$ cat src/rtl/instr_fetch_unit_if.sv
// Instruction-memory read bus between the fetch unit and instruction memory.
//   imem_req   : read request (fetch unit -> memory)
//   imem_addr  : word-aligned read address (fetch unit -> memory)
//   imem_rdata : instruction word (memory -> fetch unit)
//   imem_ack   : read data valid; may assert in the same cycle as imem_req
// modport master : fetch-unit side
// modport slave  : memory side
interface instr_fetch_unit_if;
    logic        imem_req;
    logic [31:0] imem_addr;
    logic [31:0] imem_rdata;
    logic        imem_ack;

    modport master (
        output imem_req,
        output imem_addr,
        input  imem_rdata,
        input  imem_ack
    );

    modport slave (
        input  imem_req,
        input  imem_addr,
        output imem_rdata,
        output imem_ack
    );
endinterface

$ cat src/rtl/instr_fetch_unit.sv
// Instruction fetch unit: holds the PC, computes next-PC, fetches the
// instruction word over a req/ack memory bus into the IR and decodes the IR
// fields for the control sequencer and datapath.
// Ports:
//   CLK, Reset        : clock, synchronous active-high reset
//   PCWre, PCSrc      : PC write enable / next-PC select (00 +4, 01 branch,
//                       10 jr, 11 jump)
//   IRWre             : fetch request from the sequencer
//   immExt, rsData    : branch immediate, jr target
//   imem              : instruction memory bus (master side)
//   PC, PC4, IR       : current PC, PC+4, instruction register
//   opCode..addr26    : decoded IR fields
//   fetch_busy        : stall while a request is outstanding without ack
//   fetch_err         : sticky misaligned-fetch flag
//   halted            : IR opcode is 6'b111111
//   fetch_cnt         : number of IR loads (wraps)
module instr_fetch_unit #(
    parameter logic [31:0] RESET_PC = 32'h0000_0000,
    parameter int unsigned CNT_W    = 32
) (
    input  logic                 CLK,
    input  logic                 Reset,
    input  logic                 PCWre,
    input  logic [1:0]           PCSrc,
    input  logic                 IRWre,
    input  logic [31:0]          immExt,
    input  logic [31:0]          rsData,
    instr_fetch_unit_if.master   imem,
    output logic [31:0]          PC,
    output logic [31:0]          PC4,
    output logic [31:0]          IR,
    output logic [5:0]           opCode,
    output logic [4:0]           rs,
    output logic [4:0]           rt,
    output logic [4:0]           rd,
    output logic [4:0]           sa,
    output logic [15:0]          imm16,
    output logic [25:0]          addr26,
    output logic                 fetch_busy,
    output logic                 fetch_err,
    output logic                 halted,
    output logic [CNT_W-1:0]     fetch_cnt
);

    typedef enum logic {
        IDLE,
        WAIT
    } state_t;

    state_t           state_q, state_d;
    logic [31:0]      pc_q, pc_d;
    logic [31:0]      ir_q;
    logic             err_q;
    logic [CNT_W-1:0] cnt_q;

    logic             req;
    logic             ir_load;
    logic             err_set;

    assign PC4 = pc_q + 32'd4;

    always_comb begin
        pc_d = PC4;
        unique case (PCSrc)
            2'b00: pc_d = PC4;
            2'b01: pc_d = PC4 + {immExt[29:0], 2'b00};
            2'b10: pc_d = rsData;
            2'b11: pc_d = {PC4[31:28], ir_q[25:0], 2'b00};
        endcase
    end

    always_comb begin
        state_d = state_q;
        req     = 1'b0;
        ir_load = 1'b0;
        err_set = 1'b0;
        unique case (state_q)
            IDLE: begin
                if (IRWre) begin
                    if (pc_q[1:0] == 2'b00) begin
                        req = 1'b1;
                        // Zero-wait memory completes without leaving IDLE.
                        if (imem.imem_ack) ir_load = 1'b1;
                        else               state_d = WAIT;
                    end else begin
                        err_set = 1'b1;
                    end
                end
            end
            WAIT: begin
                req = 1'b1;
                if (imem.imem_ack) begin
                    ir_load = 1'b1;
                    state_d = IDLE;
                end
            end
        endcase
    end

    assign imem.imem_req  = req;
    assign imem.imem_addr = pc_q;
    assign fetch_busy     = req & ~imem.imem_ack;

    always_ff @(posedge CLK) begin
        if (Reset) begin
            state_q <= IDLE;
            pc_q    <= RESET_PC;
            ir_q    <= '0;
            err_q   <= 1'b0;
            cnt_q   <= '0;
        end else begin
            state_q <= state_d;
            // PC must stay put while a fetch of the current PC is outstanding.
            if (PCWre && !fetch_busy) pc_q <= pc_d;
            if (ir_load) begin
                ir_q  <= imem.imem_rdata;
                cnt_q <= cnt_q + 1'b1;
            end
            if (err_set) err_q <= 1'b1;
        end
    end

    assign PC        = pc_q;
    assign IR        = ir_q;
    assign opCode    = ir_q[31:26];
    assign rs        = ir_q[25:21];
    assign rt        = ir_q[20:16];
    assign rd        = ir_q[15:11];
    assign sa        = ir_q[10:6];
    assign imm16     = ir_q[15:0];
    assign addr26    = ir_q[25:0];
    assign halted    = (ir_q[31:26] == 6'b111111);
    assign fetch_err = err_q;
    assign fetch_cnt = cnt_q;

endmodule
$ cat src/flat_wrapper.sv
// flat-port wrapper written by rule: the top's interface ports become plain ports
module instr_fetch_unit_flat 
#(
    parameter logic [31:0] RESET_PC = 32'h0000_0000,
    parameter int unsigned CNT_W    = 32
)
  (CLK, Reset, PCWre, PCSrc, IRWre, immExt, rsData, PC, PC4, IR, opCode, rs, rt, rd, sa, imm16, addr26, fetch_busy, fetch_err, halted, fetch_cnt, imem_imem_req, imem_imem_addr, imem_imem_rdata, imem_imem_ack);
  instr_fetch_unit_if imem_i ();
  input  logic CLK;
  input  logic Reset;
  input  logic PCWre;
  input  logic [1:0] PCSrc;
  input  logic IRWre;
  input  logic [31:0] immExt;
  input  logic [31:0] rsData;
  output logic [31:0] PC;
  output logic [31:0] PC4;
  output logic [31:0] IR;
  output logic [5:0] opCode;
  output logic [4:0] rs;
  output logic [4:0] rt;
  output logic [4:0] rd;
  output logic [4:0] sa;
  output logic [15:0] imm16;
  output logic [25:0] addr26;
  output logic fetch_busy;
  output logic fetch_err;
  output logic halted;
  output logic [CNT_W-1:0] fetch_cnt;
  output wire logic [$bits(imem_i.imem_req)-1:0] imem_imem_req;
  output wire logic [$bits(imem_i.imem_addr)-1:0] imem_imem_addr;
  input wire logic [$bits(imem_i.imem_rdata)-1:0] imem_imem_rdata;
  input wire logic [$bits(imem_i.imem_ack)-1:0] imem_imem_ack;
  assign imem_imem_req = imem_i.imem_req;
  assign imem_imem_addr = imem_i.imem_addr;
  assign imem_i.imem_rdata = imem_imem_rdata;
  assign imem_i.imem_ack = imem_imem_ack;
  instr_fetch_unit #(.RESET_PC(RESET_PC), .CNT_W(CNT_W)) u_core (.CLK(CLK), .Reset(Reset), .PCWre(PCWre), .PCSrc(PCSrc), .IRWre(IRWre), .immExt(immExt), .rsData(rsData), .imem(imem_i), .PC(PC), .PC4(PC4), .IR(IR), .opCode(opCode), .rs(rs), .rt(rt), .rd(rd), .sa(sa), .imm16(imm16), .addr26(addr26), .fetch_busy(fetch_busy), .fetch_err(fetch_err), .halted(halted), .fetch_cnt(fetch_cnt));
endmodule
$ cat config.mk
export PLATFORM = sky130hd
export DESIGN_NAME = instr_fetch_unit_flat
export DESIGN_NICKNAME = d
export VERILOG_FILES = /design/src/rtl/instr_fetch_unit_if.sv /design/src/rtl/instr_fetch_unit.sv /design/src/flat_wrapper.sv
export SDC_FILE = /design/constraint.sdc
export NUM_CORES = 1
export LEC_CHECK = 0
export ABC_CLOCK_PERIOD_IN_PS = 5100
export BUFFER_PORTS_ARGS = -buffer_cell sky130_fd_sc_hd__buf_2
export CELL_PAD_IN_SITES_DETAIL_PLACEMENT = 2
export CELL_PAD_IN_SITES_GLOBAL_PLACEMENT = 2
export CORE_UTILIZATION = 26
export DETAILED_ROUTE_END_ITERATION = 16
export PLACE_DENSITY = 0.83
export SLEW_MARGIN = 20
export SYNTH_ARGS = -nofsm -noshare
export SYNTH_HDL_FRONTEND = slang
export SYNTH_SLANG_ARGS = --single-unit
$ cat constraint.sdc
create_clock -name CLK -period 5.1 [get_ports CLK]
set_clock_uncertainty 0.15 [all_clocks]
set_input_delay 0.255 -clock CLK [delete_from_list [all_inputs] [get_ports CLK]]
set_output_delay 0.255 -clock CLK [all_outputs]
set_load 0.01 [all_outputs]
==> reports/results.ini <==
[worst_setup_path]
path_max_fanout = 6
critPathSlowestCell = or4_4
path_cells = ha_1 > nand3_2 > or3_1 > or4_4 > xnor2_1 > ha_1 > a21oi_1 > o21ai_0 > a2111oi_1 > buf_4 > a211oi_1 > a211oi_1 > xor2_1 > a21oi_1 > a221o_1
startpoint = u_core.PC[3]
worst_setup_path_end_kind = register
cp.required_ns = 5.19
cp.arrival_ns = 4.98
r2r-start = u_core.PC[3]
max_stage_delay_ns = 0.62
cp-start-kind = register
crit_type = register to register

[global_routing]
gr-total-overflow = 0
track_usage = 0.225
grt_max_degree = 63
grt_pass1_vias = 8706
grt_pass1_wl_um = 50400
antenna_found_initial = 3

[sta]
post-route-period-util = 0.959
finalSetupViolations = 0
setup_ws_ns = 0.211
grt_setup_unrepaired = false
fmax_mhz = 205
hold_ws_ns = 0.0123
drv_slew = 0
finalHoldViolCount = 0
fin_tns_setup_ns = 0
tightestPinTransition_ns = 0.877
slew_headroom = 0.416
finalCriticalPeriod_ns = 4.89

[pwr]
pwr-share-seq = 0.379
p_leak_nw = 4.54
power_mw = 2.31
p_int_mw = 1.46
ir_drop_v = 0.000151
p_per_area_nw_per_um2 = 243
swShare = 0.368
pwr-share-comb = 0.316
power_frac_clock = 0.305
p_sw_mw = 0.849

[logic_synthesis]
yosysMostFrequentCell = nand2_1
syn_area_per_cell_um2 = 7.78
ys_seq_area_frac = 0.260
yosysTopAreaCellShare = 0.260
yosys-top-cells-count = 136 x nand2_1, 102 x buf_4, 98 x a21oi_1, 98 x dfxtp_1, 72 x nor2_1
synth-seq-cells = 98
async_flop_share = 0
ys.flop_type = dfxtp_1
synth.area.top_cells = dfxtp_1 26%, buf_4 10%, nand2_1 6.8%, a21oi_1 6.5%, ha_1 6.0%
syn_inst = 969
syn_area_um2 = 7540
synth_cell_types = 62
yosys_warnings = 0
synth_nets = 1109
yosys.area.top_type = dfxtp_1
synth_edf_count = 0

[floorplan]
std_cell_rows = 61
die_x_um = 172
io_pins = 335
die_h_um = 172
fp.coreArea_um2 = 28200
initial_core_util = 0.268
dieArea_um2 = 29700

[placement]
portBuffers = 332
dpl-instance-area_um2 = 8910
pre_cts_slack_ns = 0.226
placedCellCount = 1555
routabilityCongestion = 0.897
hpwl_um = 26400

[final_layout]
area_growth_pct = 26.0
final_cells = 1603
final_util = 0.337
fillers = 3343
drive_above_1_share = 0.340
fin_nets = 1356
fin_area_um2 = 9500

[job]
max-cap-violations = 0

[route]
wirelength_um = 33900
drtAntennaViolNets = 0
drt-wirelength-per-cell_um = 21.1
vias_per_cell = 5.14
firstDrtPassIters = 4
vias = 8246
initialDrtViolationCount = 406
drc_errors = 0

[clock_network]
cts_buffers = 9
clock_tree.buffer_depth = 2
tritoncts_num_sinks = 98
cts_setup_buffers = 0
tritoncts = built
clock_latency_ns = 0.35
path_clk_slew_ns = 0.08
root_buffer = clkbuf_16
htreeDepth = 3

[worst_hold_path]
holdCritPathClass = input pin to register
hp-start = imem_imem_rdata[31]

[outcome]
run_status = finished, final reports clean

==> worst paths after layout <==
path / end / slack (ns) / cells past startpoint
worst min register to register: u_core.fetch_err / 0.34 / 2
worst max register to register: u_core.PC[29] / 0.21 / 15
worst min-delay path: u_core.IR[31] / 0.01 / 3
worst max-delay path: u_core.PC[29] / 0.21 / 15
==> registers in the layout, indices dropped and copies added, names as in the netlist <==
signal / cells
u_core.IR: 32
u_core.PC: 32
u_core.fetch_cnt: 32
u_core.fetch_err: 1
u_core.state_q: 1
==> layout by cell type, fill, tap and decap left out, types with 7 or more instances in the layout <==
master | synthesis | final
inv_1 | 18 | 18
nor3_1 | 17 | 17
nor2_1 | 72 | 72
buf_2 | 0 | 332
buf_4 | 102 | 23
o21ai_0 | 42 | 42
clkbuf_16 | 0 | 9
nand3_1 | 30 | 30
nand2_1 | 136 | 136
a21o_1 | 18 | 18
and3_1 | 8 | 8
ha_1 | 36 | 36
dlygate4sd3_1 | 0 | 28
mux4_2 | 15 | 15
or3_1 | 25 | 25
nand4_1 | 23 | 23
xor2_1 | 30 | 30
dfxtp_1 | 98 | 98
xnor2_1 | 33 | 32
a211oi_1 | 8 | 8
a21oi_1 | 98 | 98
a31oi_1 | 7 | 7
==> cells by family (layout without fill, tap and decap cells) <==
family,after synthesis,count (layout),share of synthesized area
compound gates,229,229,0.190
mux,23,23,0.0563
buf+inv,165,417,0.134
fa+ha+maj,37,37,0.0624
simple gates,354,354,0.223
flops,98,98,0.260
xor+xnor,63,63,0.0732
other cells,0,4,0
==> critical path: cells and delay by family, from the launching register on <==
family,cells,cell delay [ns]
compound gates,7,1.51
xor+xnor,2,0.59
fa+ha+maj,2,0.59
buf+inv,1,0.19
flops,1,0.45
simple gates,3,1.31
==> layer usage <==
layer | vias to the layer above | share of wire | GRT usage | routed length, µm
li1 | 3836 | - | - | -
met1 | 4115 | 0.43 | 0.270 | 14400
met2 | 250 | 0.50 | 0.407 | 17000
met3 | 43 | 0.050 | 0.0336 | 1700
met4 | 2 | 0.022 | 0.0735 | 737
met5 | - | 0.00024 | 0 | 8
==> power by group through the flow <==
stage	sequential, mW	combinational [mW]	clock [mW]
6_report	0.875	0.731	0.703
5_1_grt	0.881	0.795	0.754
4_1_cts	0.874	0.730	0.721
3_5_place_dp	0.892	0.709	0
3_3_place_gp	0.889	0.686	0
2_1_floorplan	0.882	0.462	0
==> final cells by class <==
type	count	area, µm²	area share
multi-input cells	706	4580	0.482
repair buffers	383	2110	0.223
flip-flops and latches	98	1960	0.207
well taps	378	473	0.0498
clock buffers	10	239	0.0252
inverters	18	67.6	0.00711
clock inverters	6	48.8	0.00514
diodes	4	10.0	0.00105
==> repair_timing <==
action / 4_1_cts / 5_1_grt
setup endpoints to repair: 0 / 2
hold buffers: 28 / 0
resized for setup: 0 / 2
endpoints found under the hold margin: 28 / 0
Power figures use the tool's default switching activity.
